File: config.mk
export PLATFORM = sky130hd
export DESIGN_NAME = regfile_wb_arbiter
export DESIGN_NICKNAME = d
export VERILOG_FILES = /design/src/rtl/regfile_wb_arbiter_pkg.sv /design/src/rtl/wb_scoreboard.sv /design/src/rtl/regfile_wb_arbiter.sv
export SDC_FILE = /design/constraint.sdc
export NUM_CORES = 1
export LEC_CHECK = 0
export ABC_CLOCK_PERIOD_IN_PS = 2500
export BUFFER_PORTS_ARGS = -buffer_cell sky130_fd_sc_hd__buf_4
export CAP_MARGIN = 20
export CORE_MARGIN = 3
export CORE_UTILIZATION = 25
export CTS_CLUSTER_SIZE = 14
export DETAILED_ROUTE_END_ITERATION = 6
export SKIP_LAST_GASP = 1
export SYNTH_ARGS = -nofsm -noshare
export SYNTH_HDL_FRONTEND = slang
export SYNTH_SLANG_ARGS = --single-unit
File: constraint.sdc
create_clock -name clk -period 2.5 [get_ports clk]
set_input_delay 0.125 -clock clk [delete_from_list [all_inputs] [get_ports clk]]
set_output_delay 0.125 -clock clk [all_outputs]
set_load 0.005 [all_outputs]
File: src/rtl/regfile_wb_arbiter_pkg.sv
// -----------------------------------------------------------------------------
// regfile_wb_arbiter_pkg
//
// Shared constants and types for the register-file writeback arbiter.
//   RegAddrBits / DataBusBits : register address and data widths
//   RegZero / DataZero        : reset values; RegZero is the hardwired x0
//   WbStateNormal/WbStateBoost: priority FSM encodings
//   wb_state_t                : priority FSM state type (also the debug view)
//   wb_req_t                  : one writeback request (destination + data)
//   wb_writes_reg()           : true when a destination really writes the file
// -----------------------------------------------------------------------------
package regfile_wb_arbiter_pkg;

  localparam int RegAddrBits = 5;
  localparam int DataBusBits = 32;
  localparam int NumRegs     = 1 << RegAddrBits;

  localparam logic [RegAddrBits-1:0] RegZero  = '0;
  localparam logic [DataBusBits-1:0] DataZero = '0;

  // Width of the memory starvation counter; STARVE_LIMIT must fit in it.
  localparam int StarveBits = 4;

  localparam logic WbStateNormal = 1'b0;
  localparam logic WbStateBoost  = 1'b1;

  typedef enum logic {
    WB_NORMAL = WbStateNormal,  // ALU has priority
    WB_BOOST  = WbStateBoost    // memory has priority after starving
  } wb_state_t;

  typedef struct packed {
    logic [RegAddrBits-1:0] rd;
    logic [DataBusBits-1:0] data;
  } wb_req_t;

  // x0 is hardwired: writes to it are accepted but never reach the file.
  function automatic logic wb_writes_reg(input logic [RegAddrBits-1:0] rd);
    return rd != RegZero;
  endfunction

endpackage

File: src/rtl/wb_scoreboard.sv
// -----------------------------------------------------------------------------
// wb_scoreboard
//
// Busy vector of destination registers that have an outstanding load.
//   clk, reset          : clock, asynchronous active-low reset
//   issue_valid/rd      : a load is issued -> mark rd busy
//   clr_valid/rd        : a load writes back -> clear rd
//   query_rs1/rs2       : source registers to look up
//   rs1_busy/rs2_busy   : lookup results, from registered state only
//
// When a set and a clear hit the same register in one cycle the set wins:
// the new load is still outstanding after the old one retires. x0 is never
// marked busy.
// -----------------------------------------------------------------------------
module wb_scoreboard
  import regfile_wb_arbiter_pkg::*;
(
  input  logic                   clk,
  input  logic                   reset,
  input  logic                   issue_valid,
  input  logic [RegAddrBits-1:0] issue_rd,
  input  logic                   clr_valid,
  input  logic [RegAddrBits-1:0] clr_rd,
  input  logic [RegAddrBits-1:0] query_rs1,
  input  logic [RegAddrBits-1:0] query_rs2,
  output logic                   rs1_busy,
  output logic                   rs2_busy
);

  logic [NumRegs-1:0] busy_q;
  logic [NumRegs-1:0] busy_d;
  logic [NumRegs-1:0] set_mask;
  logic [NumRegs-1:0] clr_mask;

  always_comb begin
    set_mask = '0;
    clr_mask = '0;
    if (issue_valid && wb_writes_reg(issue_rd)) set_mask[issue_rd] = 1'b1;
    if (clr_valid) clr_mask[clr_rd] = 1'b1;
    // Clear first, then set, so a same-cycle collision leaves the bit set.
    busy_d    = (busy_q & ~clr_mask) | set_mask;
    busy_d[0] = 1'b0;
  end

  always_ff @(posedge clk or negedge reset) begin
    if (!reset) busy_q <= '0;
    else        busy_q <= busy_d;
  end

  // No bypass: an issue in this cycle is visible to queries next cycle.
  assign rs1_busy = busy_q[query_rs1];
  assign rs2_busy = busy_q[query_rs2];

endmodule

File: src/rtl/regfile_wb_arbiter.sv
// -----------------------------------------------------------------------------
// regfile_wb_arbiter
//
// Shares the single register-file write port between the ALU writeback path
// and the variable-latency load unit. The ALU normally wins; a starvation
// counter forces memory to win after STARVE_LIMIT consecutive denied cycles.
// The winner is registered onto rf_we / rf_wr_addr / rf_wr_data, which the
// register file commits on the following falling edge.
//
// Parameters
//   STARVE_LIMIT : denied cycles before memory is boosted (legal 1..15)
// Ports
//   clk, reset                    : clock, asynchronous active-low reset
//   alu_valid/ready/rd/data       : ALU writeback request
//   mem_valid/ready/rd/data       : load writeback request
//   rf_we, rf_wr_addr, rf_wr_data : registered register-file write port
//   issue_valid, issue_rd,
//   query_rs1/2, rs1/2_busy       : load scoreboard (WB_SCOREBOARD_EN only)
//   dbg_state                     : current priority FSM state
//
// Build option: define WB_SCOREBOARD_EN to build the outstanding-load
// scoreboard and its ports. Without it arbitration is unchanged.
//
// Handshake: a transfer happens when valid && ready at a rising clock edge.
// A requester keeps valid, rd and data stable until it sees ready. ready is
// combinational from the FSM state and the valids, at most one ready is high
// per cycle, and both readies are low while reset is asserted.
// -----------------------------------------------------------------------------
module regfile_wb_arbiter
  import regfile_wb_arbiter_pkg::*;
#(
  parameter int unsigned STARVE_LIMIT = 4
) (
  input  logic                   clk,
  input  logic                   reset,
  input  logic                   alu_valid,
  output logic                   alu_ready,
  input  logic [RegAddrBits-1:0] alu_rd,
  input  logic [DataBusBits-1:0] alu_data,
  input  logic                   mem_valid,
  output logic                   mem_ready,
  input  logic [RegAddrBits-1:0] mem_rd,
  input  logic [DataBusBits-1:0] mem_data,
  output logic                   rf_we,
  output logic [RegAddrBits-1:0] rf_wr_addr,
  output logic [DataBusBits-1:0] rf_wr_data,
`ifdef WB_SCOREBOARD_EN
  input  logic                   issue_valid,
  input  logic [RegAddrBits-1:0] issue_rd,
  input  logic [RegAddrBits-1:0] query_rs1,
  input  logic [RegAddrBits-1:0] query_rs2,
  output logic                   rs1_busy,
  output logic                   rs2_busy,
`endif
  output wb_state_t              dbg_state
);

  localparam logic [StarveBits-1:0] StarveLimitW = StarveBits'(STARVE_LIMIT);
  localparam logic [StarveBits-1:0] StarveMax    = '1;

  wb_state_t             state_q;
  wb_state_t             state_d;
  logic [StarveBits-1:0] starve_q;
  logic [StarveBits-1:0] starve_d;
  logic                  alu_win;
  logic                  mem_win;
  logic                  alu_xfer;
  logic                  mem_xfer;
  wb_req_t               win_req;

  // ---------------------------------------------------------------------------
  // FSM output logic: who owns the write port this cycle.
  // ---------------------------------------------------------------------------
  always_comb begin
    alu_win = 1'b0;
    mem_win = 1'b0;
    if (state_q == WB_BOOST) begin
      if (mem_valid)      mem_win = 1'b1;
      else if (alu_valid) alu_win = 1'b1;
    end else begin
      if (alu_valid)      alu_win = 1'b1;
      else if (mem_valid) mem_win = 1'b1;
    end
  end

  // Gating with reset keeps both readies low during reset even though the
  // state register already reads NORMAL.
  assign alu_ready = alu_win & reset;
  assign mem_ready = mem_win & reset;
  assign alu_xfer  = alu_ready;  // alu_win implies alu_valid
  assign mem_xfer  = mem_ready;  // mem_win implies mem_valid

  // ---------------------------------------------------------------------------
  // Starvation counter: consecutive cycles memory asked and was refused.
  // Saturates so an out-of-range limit cannot wrap it back to zero.
  // ---------------------------------------------------------------------------
  always_comb begin
    starve_d = starve_q;
    if (!mem_valid || mem_xfer) starve_d = '0;
    else if (starve_q != StarveMax) starve_d = starve_q + 1'b1;
  end

  // ---------------------------------------------------------------------------
  // FSM next-state logic.
  // The boost is taken on the edge where the counter reaches the limit, so
  // under continuous ALU traffic memory wins on its (STARVE_LIMIT+1)th cycle.
  // ---------------------------------------------------------------------------
  always_comb begin
    state_d = state_q;
    unique case (state_q)
      WB_NORMAL: begin
        if (mem_valid && !mem_xfer && (starve_d >= StarveLimitW)) state_d = WB_BOOST;
      end
      WB_BOOST: begin
        if (!mem_valid || mem_xfer) state_d = WB_NORMAL;
      end
      default: state_d = WB_NORMAL;
    endcase
  end

  // ---------------------------------------------------------------------------
  // FSM state register (with the counter that drives it).
  // ---------------------------------------------------------------------------
  always_ff @(posedge clk or negedge reset) begin
    if (!reset) begin
      state_q  <= WB_NORMAL;
      starve_q <= '0;
    end else begin
      state_q  <= state_d;
      starve_q <= starve_d;
    end
  end

  assign dbg_state = state_q;

  // ---------------------------------------------------------------------------
  // Registered write port. Address/data hold when idle; only rf_we drops.
  // ---------------------------------------------------------------------------
  always_comb begin
    if (mem_xfer) win_req = '{rd: mem_rd, data: mem_data};
    else          win_req = '{rd: alu_rd, data: alu_data};
  end

  always_ff @(posedge clk or negedge reset) begin
    if (!reset) begin
      rf_we      <= 1'b0;
      rf_wr_addr <= RegZero;
      rf_wr_data <= DataZero;
    end else if (alu_xfer || mem_xfer) begin
      rf_we      <= wb_writes_reg(win_req.rd);
      rf_wr_addr <= win_req.rd;
      rf_wr_data <= win_req.data;
    end else begin
      rf_we      <= 1'b0;
    end
  end

`ifdef WB_SCOREBOARD_EN
  // ---------------------------------------------------------------------------
  // Outstanding-load scoreboard; a load retires when its writeback transfers.
  // ---------------------------------------------------------------------------
  wb_scoreboard u_scoreboard (
    .clk         (clk),
    .reset       (reset),
    .issue_valid (issue_valid),
    .issue_rd    (issue_rd),
    .clr_valid   (mem_xfer),
    .clr_rd      (mem_rd),
    .query_rs1   (query_rs1),
    .query_rs2   (query_rs2),
    .rs1_busy    (rs1_busy),
    .rs2_busy    (rs2_busy)
  );
`endif

endmodule

==> impl.org <==
** Die
- From left edge to right edge, the die measures between 90 and 100 microns.
- Initial cell density of the core :: 26.6%
- During I/O placement, the number of pins put on the boundary was 119.
- After floorplanning, the core was divided into 31 placement rows.
- Vertical die dimension :: 95.2 microns
- In this run the standard cell core region covers 0.00749 sq mm.
- Area of the die :: 0.00906 sq mm

** Clock network
- CTS clk-pin slew, worst paths :: approximately 0.080 ns
- Clock tree from TritonCTS :: done
- The clock passes through at most 2 buffers.
- Source-to-sink clock delay at the later pin of the worst-skew pair :: 0.29 ns
- Post-CTS timing repair inserted 0 buffers for setup.
- Number of H-tree levels :: 2
- Inserted Clock Buffers :: 5
- Clock tree root buffer cell :: sky130_fd_sc_hd__clkbuf_8
- Once the clock tree was built, the resizer swapped 0 gates to a different size.
- The clock net in this run drives a total of 43 sinks.

** Timing
- Max-slew violation count :: 0
- Subtracting the final worst setup slack from the clock period gives 2.22 ns.
- Worst Skew :: 0.00493 ns
- Setup tns final :: 0 ns
- Setup repair after global routing left no endpoint under its margin.
- PnR worst setup slack :: around 0.28 ns
- Tightest Pin Transition :: 0.791 ns
- The count of endpoints failing hold in the final timing report was 0.
- Across all hold checks on the routed design, the worst slack comes to 0.0602 ns.
- Total setup violations reported at the end of the flow :: 0
- Remaining max-slew budget at the tightest pin :: 47.3%
- Post-route clock period utilization :: 89.0%
- Highest clock frequency the design can meet :: 0.449 GHz

** Synthesis
- Mapped Area :: ~0.0020 sq mm
- In the synthesized netlist, the number of instances is around 180.
- The largest total area in the synthesized netlist belongs to sky130_fd_sc_hd__dfrtp_1.
- Top cell type's share of synthesized area :: between 50% and 60%
- Synthesized net count :: 254
- The most used flip-flop cell after synthesis is sky130_fd_sc_hd__dfrtp_1.
- Number of synthesized flops with an enable pin :: 0
- Yosys attributes the largest share of cell area to sky130_fd_sc_hd__dfrtp_1, sky130_fd_sc_hd__a221o_1, sky130_fd_sc_hd__and2_1.
- Sorting the synthesized cells by how often they occur yields sky130_fd_sc_hd__dfrtp_1, sky130_fd_sc_hd__and2_1, sky130_fd_sc_hd__a221o_1.
- Post-synthesis sequential element count :: 43
- Sequential element share of the synthesized area :: a little over half
- Counting flops with an async set or reset pin after synthesis yields a share of 100%.
- Dividing the synthesized area by the synthesized cell count gives 11.4 sq um.
- Number of warnings issued by yosys :: 0
- Synthesis instantiated 30 different standard cells from the library.
- Most used standard cell by instance count after synthesis :: sky130_fd_sc_hd__dfrtp_1

** Routing
- In the routed design, unresolved DRC markers number 0.
- Routed WL :: 5830 microns
- First DRT Iteration DRCs :: 43
- After detailed routing, the number of vias per cell comes to 4.62.
- Before antenna repair, the detailed router went through 4 iterations.
- Routed WL per cell :: 14.8 microns
- Routed vias :: around 1.8k
- Final ANT Viol Nets :: 0

** Global route
- Initial antenna violation count :: 0
- Wire length of the first global-routing pass :: 8870 microns
- Overall overflow remaining after global route :: 0
- Entering global routing, the biggest net connects 39 pins.
- Tot GR Track Use :: roughly an eighth
- The number of global-route vias before repair was between 1.5k and 2k.

** Setup path
- Slowest Stage Delay on Critical Path :: 0.53 ns
- Slowest cell on the critical path :: sky130_fd_sc_hd__dlygate4sd3_1
- Maximum fanout encountered on the critical timing path :: 38
- The critical path is of the in2out type.
- Traced cell by cell, the critical path runs through dlygate4sd3_1, buf_4, and2_1, nand2_4, inv_2, buf_4.
- The kind of cell with the highest combined delay along the critical path is buffers and inverters.
- Number of buffers and inverters on the critical path :: 4
- STA classifies the critical path startpoint as an input port.
- At the worst endpoint, the arrival time is 2.10 ns.
- STA classifies the critical path endpoint as a primary output.
- Data on the critical path is required at its endpoint by ~2.4 ns.
- By instance count, the cell type seen most on the critical path is sky130_fd_sc_hd__buf_4.

** Cells and area
- The repair_antennas step left the layout with diodes totalling 0.
- Once layout is done, the placed cells without fillers occupy 0.00309 sq mm.
- Across the whole layout, storage elements account for 0.00108 sq mm.
- Final layout net count :: 373
- Layout Area Growth over Synthesis :: 55.3%
- Fraction of final layout cells with drive strength greater than 1 :: 45.8%
- Cells fill about 41% of the core in the end.
- Footprint of the multi-input gates :: roughly 830 sq um
- Fill cell total of the finished layout :: 780

** Power
- VDD IR max :: between 200 and 250 uV
- For this design the static power due to leakage is 1.51 nW.
- Dividing total power by cell area gives a power density of between 500 and 600 mW/mm^2.

** Placed design
- The congestion estimate from routability-driven global placement came to approximately 0.77.
- Post-placement worst setup slack :: 0.754 ns
- Cell area after placement :: 0.00296 sq mm
- Detailed placement ended at an HPWL of 4330 microns.
- Input and output buffers added on the ports amount to 118.

** Job
- The tool flagged a number of max-cap violations equal to 0.

** Status
- Status :: complete, no violations

** Min path
- Hold Path Class :: in2reg
-- layout by cell type (no fill, tap or decap), types with 2 or more instances in the layout --
cell type,n
sky130_fd_sc_hd__a221o_1,31
sky130_fd_sc_hd__and2_1,34
sky130_fd_sc_hd__o211ai_1,5
sky130_fd_sc_hd__nor2b_1,2
sky130_fd_sc_hd__clkbuf_8,6
sky130_fd_sc_hd__nand3_1,6
sky130_fd_sc_hd__or4_1,2
sky130_fd_sc_hd__nand2_1,12
sky130_fd_sc_hd__a211oi_1,2
sky130_fd_sc_hd__nor2_1,6
sky130_fd_sc_hd__dfrtp_1,43
sky130_fd_sc_hd__o21ai_0,2
sky130_fd_sc_hd__buf_4,122
sky130_fd_sc_hd__a21oi_1,2
sky130_fd_sc_hd__inv_1,2
-- report_power, final --
group / internal (mW) / switching (mW) / total (mW)
Combinational: 0.279 / 0.166 / 0.446
Clock: 0.323 / 0.235 / 0.558
Sequential: 0.784 / 0.0475 / 0.831
-- final timing paths --
kind                       slack [ns]                          to  depth (start not counted)                       from
max                              0.28                   mem_ready                          6                      reset
min                              0.06  rf_wr_data[24]$_DFFE_PN0P_                          2               alu_data[24]
max reg2reg                      0.82  rf_wr_data[29]$_DFFE_PN0P_                          4        dbg_state$_DFF_PN0_
min reg2reg                      0.50   rf_wr_addr[3]$_DFFE_PN0P_                          2  rf_wr_addr[3]$_DFFE_PN0P_
max in group asynchronous        1.61       starve_q[3]$_DFF_PN0_                          3                      reset
min in group asynchronous        0.25   rf_wr_addr[4]$_DFFE_PN0P_                          2                      reset
-- layer usage --
| layer | GRT usage [%] | up-vias | wire length (microns) |
|---|---|---|---|
| met5 | 0 | - | 0 |
| met4 | 2.52 | 0 | 19 |
| met3 | 3.47 | 2 | 448 |
| met2 | 20.7 | 66 | 2820 |
| met1 | 16.4 | 862 | 2540 |
| li1 | - | 890 | - |
-- repair_timing --
action,CTS,global route
hold buffers,1,0
endpoints found under the hold margin,15,0
endpoints found under the setup margin,0,0
-- cell type report --
cell class	count	area share (%)
clock inverter	2	1.13
sequential	43	34.8
clock buffer	6	2.67
timing repair buffer	123	30.0
inverter	3	0.365
multi-input combinational	118	27.0
tap	99	4.01
-- per-stage QoR --
step | total power [mW] | cells
after global placement | 1.29 | 385
after CTS | 1.87 | 394
after global routing | 1.95 | 394
after detailed placement | 1.30 | 385
final | 1.84 | 394
after floorplan | 1.01 | 175
-- cells by family (layout without fill, tap and decap cells) --
| group | count (synthesis) | in the layout | synth area share [%] |
|---|---|---|---|
| muxes | 1 | 1 | 0.503 |
| AOI/OAI and AO/OA | 47 | 47 | 21.0 |
| DFF | 43 | 43 | 54.1 |
| adders and majority gates | 1 | 1 | 0.629 |
| buffers and inverters | 14 | 134 | 4.28 |
| xor gates and xnor gates | 1 | 1 | 0.440 |
| and+or+nand+nor | 68 | 68 | 19.1 |
-- state kept, by name (all words and copies together), names as in the netlist --
name	count
rf_we	1
rf_wr_addr	5
starve_q	4
rf_wr_data	32
dbg_state	1
No activity file was read; power rests on OpenSTA's default activity.
